## src/rtl/fpga_lcd_ctrl.sv

```systemverilog
// fpga_lcd_ctrl: FPGA-side driver for a 16x2 HD44780-style character LCD.
// Keeps a 32-entry character buffer that user logic can write at any time.
// After reset it waits out LCD power-up, sends the init commands and then
// continuously refreshes both display lines from the buffer. The LCD is
// write-only: timing is met with cycle counters, and the busy flag is never read.

module fpga_lcd_ctrl #(
  parameter int E_CYC      = 50,       // cycles per bus phase (SETUP/PULSE/HOLD), >= 1
  parameter int PWRUP_WAIT = 2000000,  // idle cycles after reset before the first command
  parameter int CLR_WAIT   = 100000    // extra idle cycles after the clear-display command
) (
  input  logic       CLK,
  input  logic       RESETN,
  input  logic       WR_EN,
  input  logic [4:0] WR_ADDR,
  input  logic [7:0] WR_DATA,
  output logic       F_LCD_RS,
  output logic       F_LCD_RW,
  output logic       F_LCD_E,
  output logic [7:0] F_LCD_D,
  output logic       INIT_DONE,
  output logic       FRAME_PULSE
);

  // Wait counter must hold the longer of the two idle periods without wrapping.
  localparam int WAIT_MAX = (PWRUP_WAIT > CLR_WAIT) ? PWRUP_WAIT : CLR_WAIT;
  localparam int WAIT_W   = $clog2(WAIT_MAX + 1);
  localparam int PH_W     = (E_CYC > 1) ? $clog2(E_CYC) : 1;

  // Transaction index: 0..3 during INIT, 0..33 during FRAME.
  localparam logic [5:0] IDX_INIT_LAST  = 6'd3;
  localparam logic [5:0] IDX_FRAME_LAST = 6'd33;
  localparam logic [5:0] IDX_LINE2_CMD  = 6'd17;

  localparam logic [7:0] CMD_LINE1 = 8'h80;
  localparam logic [7:0] CMD_LINE2 = 8'hC0;
  localparam logic [7:0] CHAR_SPACE = 8'h20;

  typedef enum logic [1:0] {
    S_PWRUP   = 2'd0,
    S_INIT    = 2'd1,
    S_CLRWAIT = 2'd2,
    S_FRAME   = 2'd3
  } state_t;

  typedef enum logic [1:0] {
    P_SETUP = 2'd0,
    P_PULSE = 2'd1,
    P_HOLD  = 2'd2
  } phase_t;

  state_t            r_state;
  state_t            w_state_nxt;
  phase_t            r_phase;
  logic [PH_W-1:0]   r_phase_cnt;
  logic [WAIT_W-1:0] r_wait_cnt;
  logic [5:0]        r_idx;
  logic              r_lcd_rs;
  logic [7:0]        r_lcd_d;
  logic              r_init_done;
  logic              r_frame_pulse;
  logic [7:0]        r_buf [32];

  logic              w_bus_active;
  logic              w_phase_last;
  logic              w_txn_last;
  logic              w_init_last;
  logic              w_frame_last;
  logic [WAIT_W-1:0] w_wait_tgt;
  logic              w_wait_last;
  logic              w_start_txn;
  logic [5:0]        w_nxt_idx;
  logic              w_nxt_rs;
  logic [7:0]        w_nxt_d;

  // ---------------------------------------------------------------------------
  // Character buffer
  // ---------------------------------------------------------------------------

  // Buffer write port; every strobe is accepted, later writes overwrite earlier ones.
  // NOTE: this memory is reset on purpose -- the display must show spaces after reset,
  // so the buffer lives in flops rather than a RAM that cannot be cleared in one cycle.
  always_ff @(posedge CLK or negedge RESETN) begin
    if (!RESETN) begin
      for (int i = 0; i < 32; i++) begin
        r_buf[i] <= CHAR_SPACE;
      end
    end else if (WR_EN) begin
      r_buf[WR_ADDR] <= WR_DATA;
    end
  end

  // ---------------------------------------------------------------------------
  // Timing decode
  // ---------------------------------------------------------------------------

  // Decode end-of-phase, end-of-transaction and end-of-wait conditions.
  always_comb begin
    w_bus_active = (r_state == S_INIT) || (r_state == S_FRAME);
    w_phase_last = (r_phase_cnt == PH_W'(E_CYC - 1));
    w_txn_last   = w_bus_active && (r_phase == P_HOLD) && w_phase_last;
    w_init_last  = (r_state == S_INIT)  && (r_idx == IDX_INIT_LAST)  && w_txn_last;
    w_frame_last = (r_state == S_FRAME) && (r_idx == IDX_FRAME_LAST) && w_txn_last;
    w_wait_tgt   = (r_state == S_PWRUP) ? WAIT_W'(PWRUP_WAIT - 1) : WAIT_W'(CLR_WAIT - 1);
    w_wait_last  = (r_wait_cnt == w_wait_tgt);
    // A new SETUP begins when a wait expires or a transaction ends with more to send.
    // The last INIT command hands over to CLRWAIT instead.
    w_start_txn  = ((r_state == S_PWRUP)   && w_wait_last) ||
                   ((r_state == S_CLRWAIT) && w_wait_last) ||
                   ((r_state == S_INIT)    && w_txn_last && !w_init_last) ||
                   ((r_state == S_FRAME)   && w_txn_last);
  end

  // Select the index and bus contents of the transaction about to start.
  // NOTE: every signal driven here gets a default first so no path can leave it
  // unassigned; a missing default on an always_comb output infers a latch.
  always_comb begin
    w_nxt_idx = 6'd0;
    w_nxt_rs  = 1'b0;
    w_nxt_d   = 8'h00;
    case (r_state)
      S_INIT:  w_nxt_idx = 6'(r_idx + 6'd1);
      S_FRAME: w_nxt_idx = (r_idx == IDX_FRAME_LAST) ? 6'd0 : 6'(r_idx + 6'd1);
      default: w_nxt_idx = 6'd0;
    endcase
    if ((r_state == S_PWRUP) || (r_state == S_INIT)) begin
      // Function set 8-bit/2-line, display on, entry mode increment, clear.
      case (w_nxt_idx[1:0])
        2'd0:    w_nxt_d = 8'h38;
        2'd1:    w_nxt_d = 8'h0C;
        2'd2:    w_nxt_d = 8'h06;
        default: w_nxt_d = 8'h01;
      endcase
    end else if (w_nxt_idx == 6'd0) begin
      w_nxt_d = CMD_LINE1;
    end else if (w_nxt_idx == IDX_LINE2_CMD) begin
      w_nxt_d = CMD_LINE2;
    end else if (w_nxt_idx < IDX_LINE2_CMD) begin
      w_nxt_rs = 1'b1;
      w_nxt_d  = r_buf[5'(w_nxt_idx - 6'd1)];
    end else begin
      w_nxt_rs = 1'b1;
      w_nxt_d  = r_buf[5'(w_nxt_idx - 6'd2)];
    end
  end

  // ---------------------------------------------------------------------------
  // Main FSM
  // ---------------------------------------------------------------------------

  // State register.
  // NOTE: sequential state is updated with non-blocking assignments so every flop
  // samples the pre-edge values of the others, independent of block ordering.
  always_ff @(posedge CLK or negedge RESETN) begin
    if (!RESETN) begin
      r_state <= S_PWRUP;
    end else begin
      r_state <= w_state_nxt;
    end
  end

  // Next-state logic: PWRUP -> INIT -> CLRWAIT -> FRAME, FRAME repeats forever.
  always_comb begin
    w_state_nxt = r_state;
    case (r_state)
      S_PWRUP:   if (w_wait_last) w_state_nxt = S_INIT;
      S_INIT:    if (w_init_last) w_state_nxt = S_CLRWAIT;
      S_CLRWAIT: if (w_wait_last) w_state_nxt = S_FRAME;
      default:   w_state_nxt = S_FRAME;
    endcase
  end

  // Output decode: E is high only in PULSE; RS/D come from the latched bus registers.
  always_comb begin
    F_LCD_E     = w_bus_active && (r_phase == P_PULSE);
    F_LCD_RS    = r_lcd_rs;
    F_LCD_D     = r_lcd_d;
    F_LCD_RW    = 1'b0;
    INIT_DONE   = r_init_done;
    FRAME_PULSE = r_frame_pulse;
  end

  // ---------------------------------------------------------------------------
  // Counters and bus registers
  // ---------------------------------------------------------------------------

  // Idle counter for the power-up and post-clear waits; cleared outside them.
  always_ff @(posedge CLK or negedge RESETN) begin
    if (!RESETN) begin
      r_wait_cnt <= '0;
    end else if (((r_state == S_PWRUP) || (r_state == S_CLRWAIT)) && !w_wait_last) begin
      r_wait_cnt <= WAIT_W'(r_wait_cnt + 1'b1);
    end else begin
      r_wait_cnt <= '0;
    end
  end

  // Phase sequencer: SETUP -> PULSE -> HOLD, E_CYC cycles each.
  always_ff @(posedge CLK or negedge RESETN) begin
    if (!RESETN) begin
      r_phase     <= P_SETUP;
      r_phase_cnt <= '0;
    end else if (w_start_txn || !w_bus_active) begin
      r_phase     <= P_SETUP;
      r_phase_cnt <= '0;
    end else if (w_phase_last) begin
      r_phase_cnt <= '0;
      case (r_phase)
        P_SETUP: r_phase <= P_PULSE;
        P_PULSE: r_phase <= P_HOLD;
        default: r_phase <= P_SETUP;
      endcase
    end else begin
      r_phase_cnt <= PH_W'(r_phase_cnt + 1'b1);
    end
  end

  // Latch index, RS and D at SETUP entry; they stay put until the next SETUP,
  // so buffer writes during a transaction only show up in the following frame.
  always_ff @(posedge CLK or negedge RESETN) begin
    if (!RESETN) begin
      r_idx    <= 6'd0;
      r_lcd_rs <= 1'b0;
      r_lcd_d  <= 8'h00;
    end else if (w_start_txn) begin
      r_idx    <= w_nxt_idx;
      r_lcd_rs <= w_nxt_rs;
      r_lcd_d  <= w_nxt_d;
    end
  end

  // Status flags: INIT_DONE is sticky until reset, FRAME_PULSE marks each frame end.
  always_ff @(posedge CLK or negedge RESETN) begin
    if (!RESETN) begin
      r_init_done   <= 1'b0;
      r_frame_pulse <= 1'b0;
    end else begin
      if ((r_state == S_CLRWAIT) && w_wait_last) begin
        r_init_done <= 1'b1;
      end
      r_frame_pulse <= w_frame_last;
    end
  end

endmodule

```

## config.mk

```make
export PLATFORM = sky130hd
export DESIGN_NAME = fpga_lcd_ctrl
export DESIGN_NICKNAME = d
export VERILOG_FILES = /design/src/rtl/fpga_lcd_ctrl.sv
export SDC_FILE = /design/constraint.sdc
export NUM_CORES = 1
export LEC_CHECK = 0
export CAP_MARGIN = 20
export CORE_MARGIN = 5
export CORE_UTILIZATION = 42
export CTS_CLUSTER_SIZE = 20
export DETAILED_ROUTE_END_ITERATION = 16
export PLACE_DENSITY_LB_ADDON = 0.05
export SETUP_SLACK_MARGIN = 0.4
export SYNTH_ARGS = -nofsm -noshare
export SYNTH_HDL_FRONTEND = slang
export SYNTH_SLANG_ARGS = --single-unit
```

## constraint.sdc

```tcl
create_clock -name CLK -period 5.4 [get_ports CLK]
set_input_delay 0.81 -clock CLK [delete_from_list [all_inputs] [get_ports CLK]]
set_output_delay 0.81 -clock CLK [all_outputs]
set_load 0.01 [all_outputs]
```

==> metrics.txt <==
total CTS buffers 36; largest cells by area after synthesis dfrtp_1, mux2_2, dfstp_2; worst endpoint required time 5.83 ns; CTS tree built; Tmin final 4.241 ns; core area 38,560 um^2; Initial Util 42.32%; dpl ws 1.166 ns; Pwr Density 346.0 nW/um^2; period utilization 78.54%; cells on worst reg2reg path 12; routed wire length 57,370 um; fin nets 1,542; Pins Over Slew Limit 0; RSZ-0062 raised after global routing false; status finished, final reports clean; CTS root buf clkbuf_16; Seq/Total Area, Yosys 46.87%; Post-Synthesis Cells 1,525; Die Y-Extent 207.1 um; worst setup path category reg2reg; Post-synth top cells dfrtp_1, mux2_2, nand2_1; Post-CTS Resized 0; GRT overflow 0; FF-to-FF Start r_idx[1]; syn_area_per_cell 10.70 um^2; Clock Path Buffers 3; Netlist cell types 82; final setup fails 0; Peak Freq 235.8 MHz; clk slew on worst S/H paths 0.06 ns; Antenna diodes 0; I/O Buffers 27; EDFF count, synth 0; I/O Pins 29; Rel. slew slack 29.54%; layout cell share with drive strength beyond 1 28.20%; worst setup path start r_idx[1]; ANT nets after route 0; Crit. End Element register; DRT iter0 DRCs 1,276; TNS Setup 0 ns; die area 42,890 um^2; initial antenna violation count 1; Final Power 6.334 mW; final worst clock skew 0.02087 ns; Die Wd 207.1 um; CP Max Fanout 47; Worst setup SP type register; H-tree depth 2; Static Leak 7.678 nW; Inst Count DP 1,998; GRT Util Overall 26.23%; clock latency on the worst-skew pair 0.56 ns; Avg Vias per Cell 6.201; DP Area 17,120 um^2; count leader, synth dfrtp_1; largest net degree at the start of global routing 109; final instance area 18,310 um^2; Main synth FF type dfrtp_1; WL/cell 27.79 um; syn nets 1,549; Cell Rows 72; first-pass GRT wire length 86,200 um; Synth area leader dfrtp_1; #FFs+latches synth 304; Max Cap Violations 0; Post-Layout Cell Count 2,064; setup ws final 1.159 ns; critical path arrival 4.67 ns; Synth top area share 41.71%; yosys warns 0; GPL Wtd Cong 0.9541; Hold Path Class in2async; synthesized area 16,320 um^2; Synth async-reset ratio 100.0%; Clock Sinks 304; fillers 3,684; Worst Tran Pin Value 1.054 ns; Final Hold Violating Endpoints 0; Worst IR Drop VDD 209.4 uV; # hold bufs at CTS 0; area delta synth->final 12.19%; post-CTS setup buffers 0; hpwl dp 38,020 um; drc violations 0; Initial DRT Pass Iterations 6; vias in the first global route 12,440; routed via count 12,800
## metrics by stage
| stage | utilization, % | hold slack (ns) |
|---|---|---|
| 6_report | 47.48 | 0.2700 |
| 5_1_grt | 47.48 | 0.3378 |
| 4_1_cts | 47.48 | 0.3186 |
| 3_5_place_dp | 44.39 | 0.4547 |
| 3_3_place_gp | 44.29 | 0.4484 |
| 2_1_floorplan | - | 0.4553 |
## layout make-up
cell class                 instances  area [um^2]  share of cell area [%]
clock buffer                      52         1032                   5.639
timing repair buffer              62        571.8                   3.124
sequential                       304         7649                   41.78
tap                              518        648.1                   3.540
clock inverter                    14        157.7                  0.8612
inverter                          14        52.55                  0.2871
multi-input combinational       1100         8195                   44.77
## cells by family after synthesis
kind of cell             synth area share (%)
AND/OR/NAND/NOR                         13.41
buffers and inverters                   3.228
flip-flops                              46.87
other                                 0.02298
adder cells (fa/ha/maj)                0.6135
AO/OA/AOI/OAI                           11.59
multiplexers                            22.38
XOR/XNOR                                1.879
## where the power goes
part           total (mW)  switching, mW  leakage [nW]  internal, mW
logic               0.830          0.377          3.25         0.453
registers            3.02          0.328          3.85          2.69
clock network        2.49           1.01         0.583          1.48
## sequential cells by signal, summed over array words and instances, names as in the netlist
signal and flops:
INIT_DONE 1, r_state 2, F_LCD_D 8, F_LCD_RS 1, FRAME_PULSE 1, r_phase_cnt 6
r_buf 256, r_wait_cnt 21, r_idx 6, r_phase 2
## critical path, stage by stage, from the launching register on
cell and delay (ns):
dfrtp_1 0.48, inv_1 0.12, ha_4 0.68, nand2b_1 0.31
a21oi_2 0.06, buf_4 0.30, ha_1 0.72, buf_4 0.35
nor2_1 0.16, a21oi_1 0.24, a311o_1 0.22, o311ai_0 0.14
o31a_1 0.31
## layer usage
layer	vias up	global-route usage [%]	wire, um
met5	-	0	13
met4	2	7.547	1645
met3	98	5.643	4743
met2	590	38.86	25080
met1	6541	38.89	25880
li1	5568	-	-
## cells in the final DEF (no fill, tap or decap), drive strengths merged, types with 7 or more instances in the layout
| cell type | count |
|---|---|
| dfstp | 32 |
| a221oi | 14 |
| o22ai | 25 |
| a31oi | 12 |
| clkinv | 7 |
| xor2 | 23 |
| buf | 39 |
| nand4 | 17 |
| clkdlybuf4s50 | 23 |
| ha | 8 |
| o21ai | 46 |
| nand3 | 39 |
| mux2i | 34 |
| a21oi | 65 |
| nor3 | 23 |
| inv | 16 |
| dfrtp | 272 |
| nor2b | 16 |
| nor3b | 8 |
| mux4 | 14 |
| mux2 | 265 |
| a211oi | 22 |
| a311oi | 9 |
| nand2 | 199 |
| nand3b | 10 |
| clkbuf | 52 |
| xnor2 | 9 |
| nand2b | 9 |
| and3 | 8 |
| o311ai | 7 |
| o221ai | 20 |
| nor2 | 108 |
## path summary, 6_finish.rpt
check                        endpoint  slack [ns]
min in group CLK            INIT_DONE        0.47
max in group asynchronous  r_buf[217]        4.01
hold / removal              r_buf[62]        0.27
hold reg to reg             INIT_DONE        0.47
setup reg to reg           F_LCD_D[6]        1.16
setup / recovery           F_LCD_D[6]        1.16
Power figures use the tool's default switching activity.
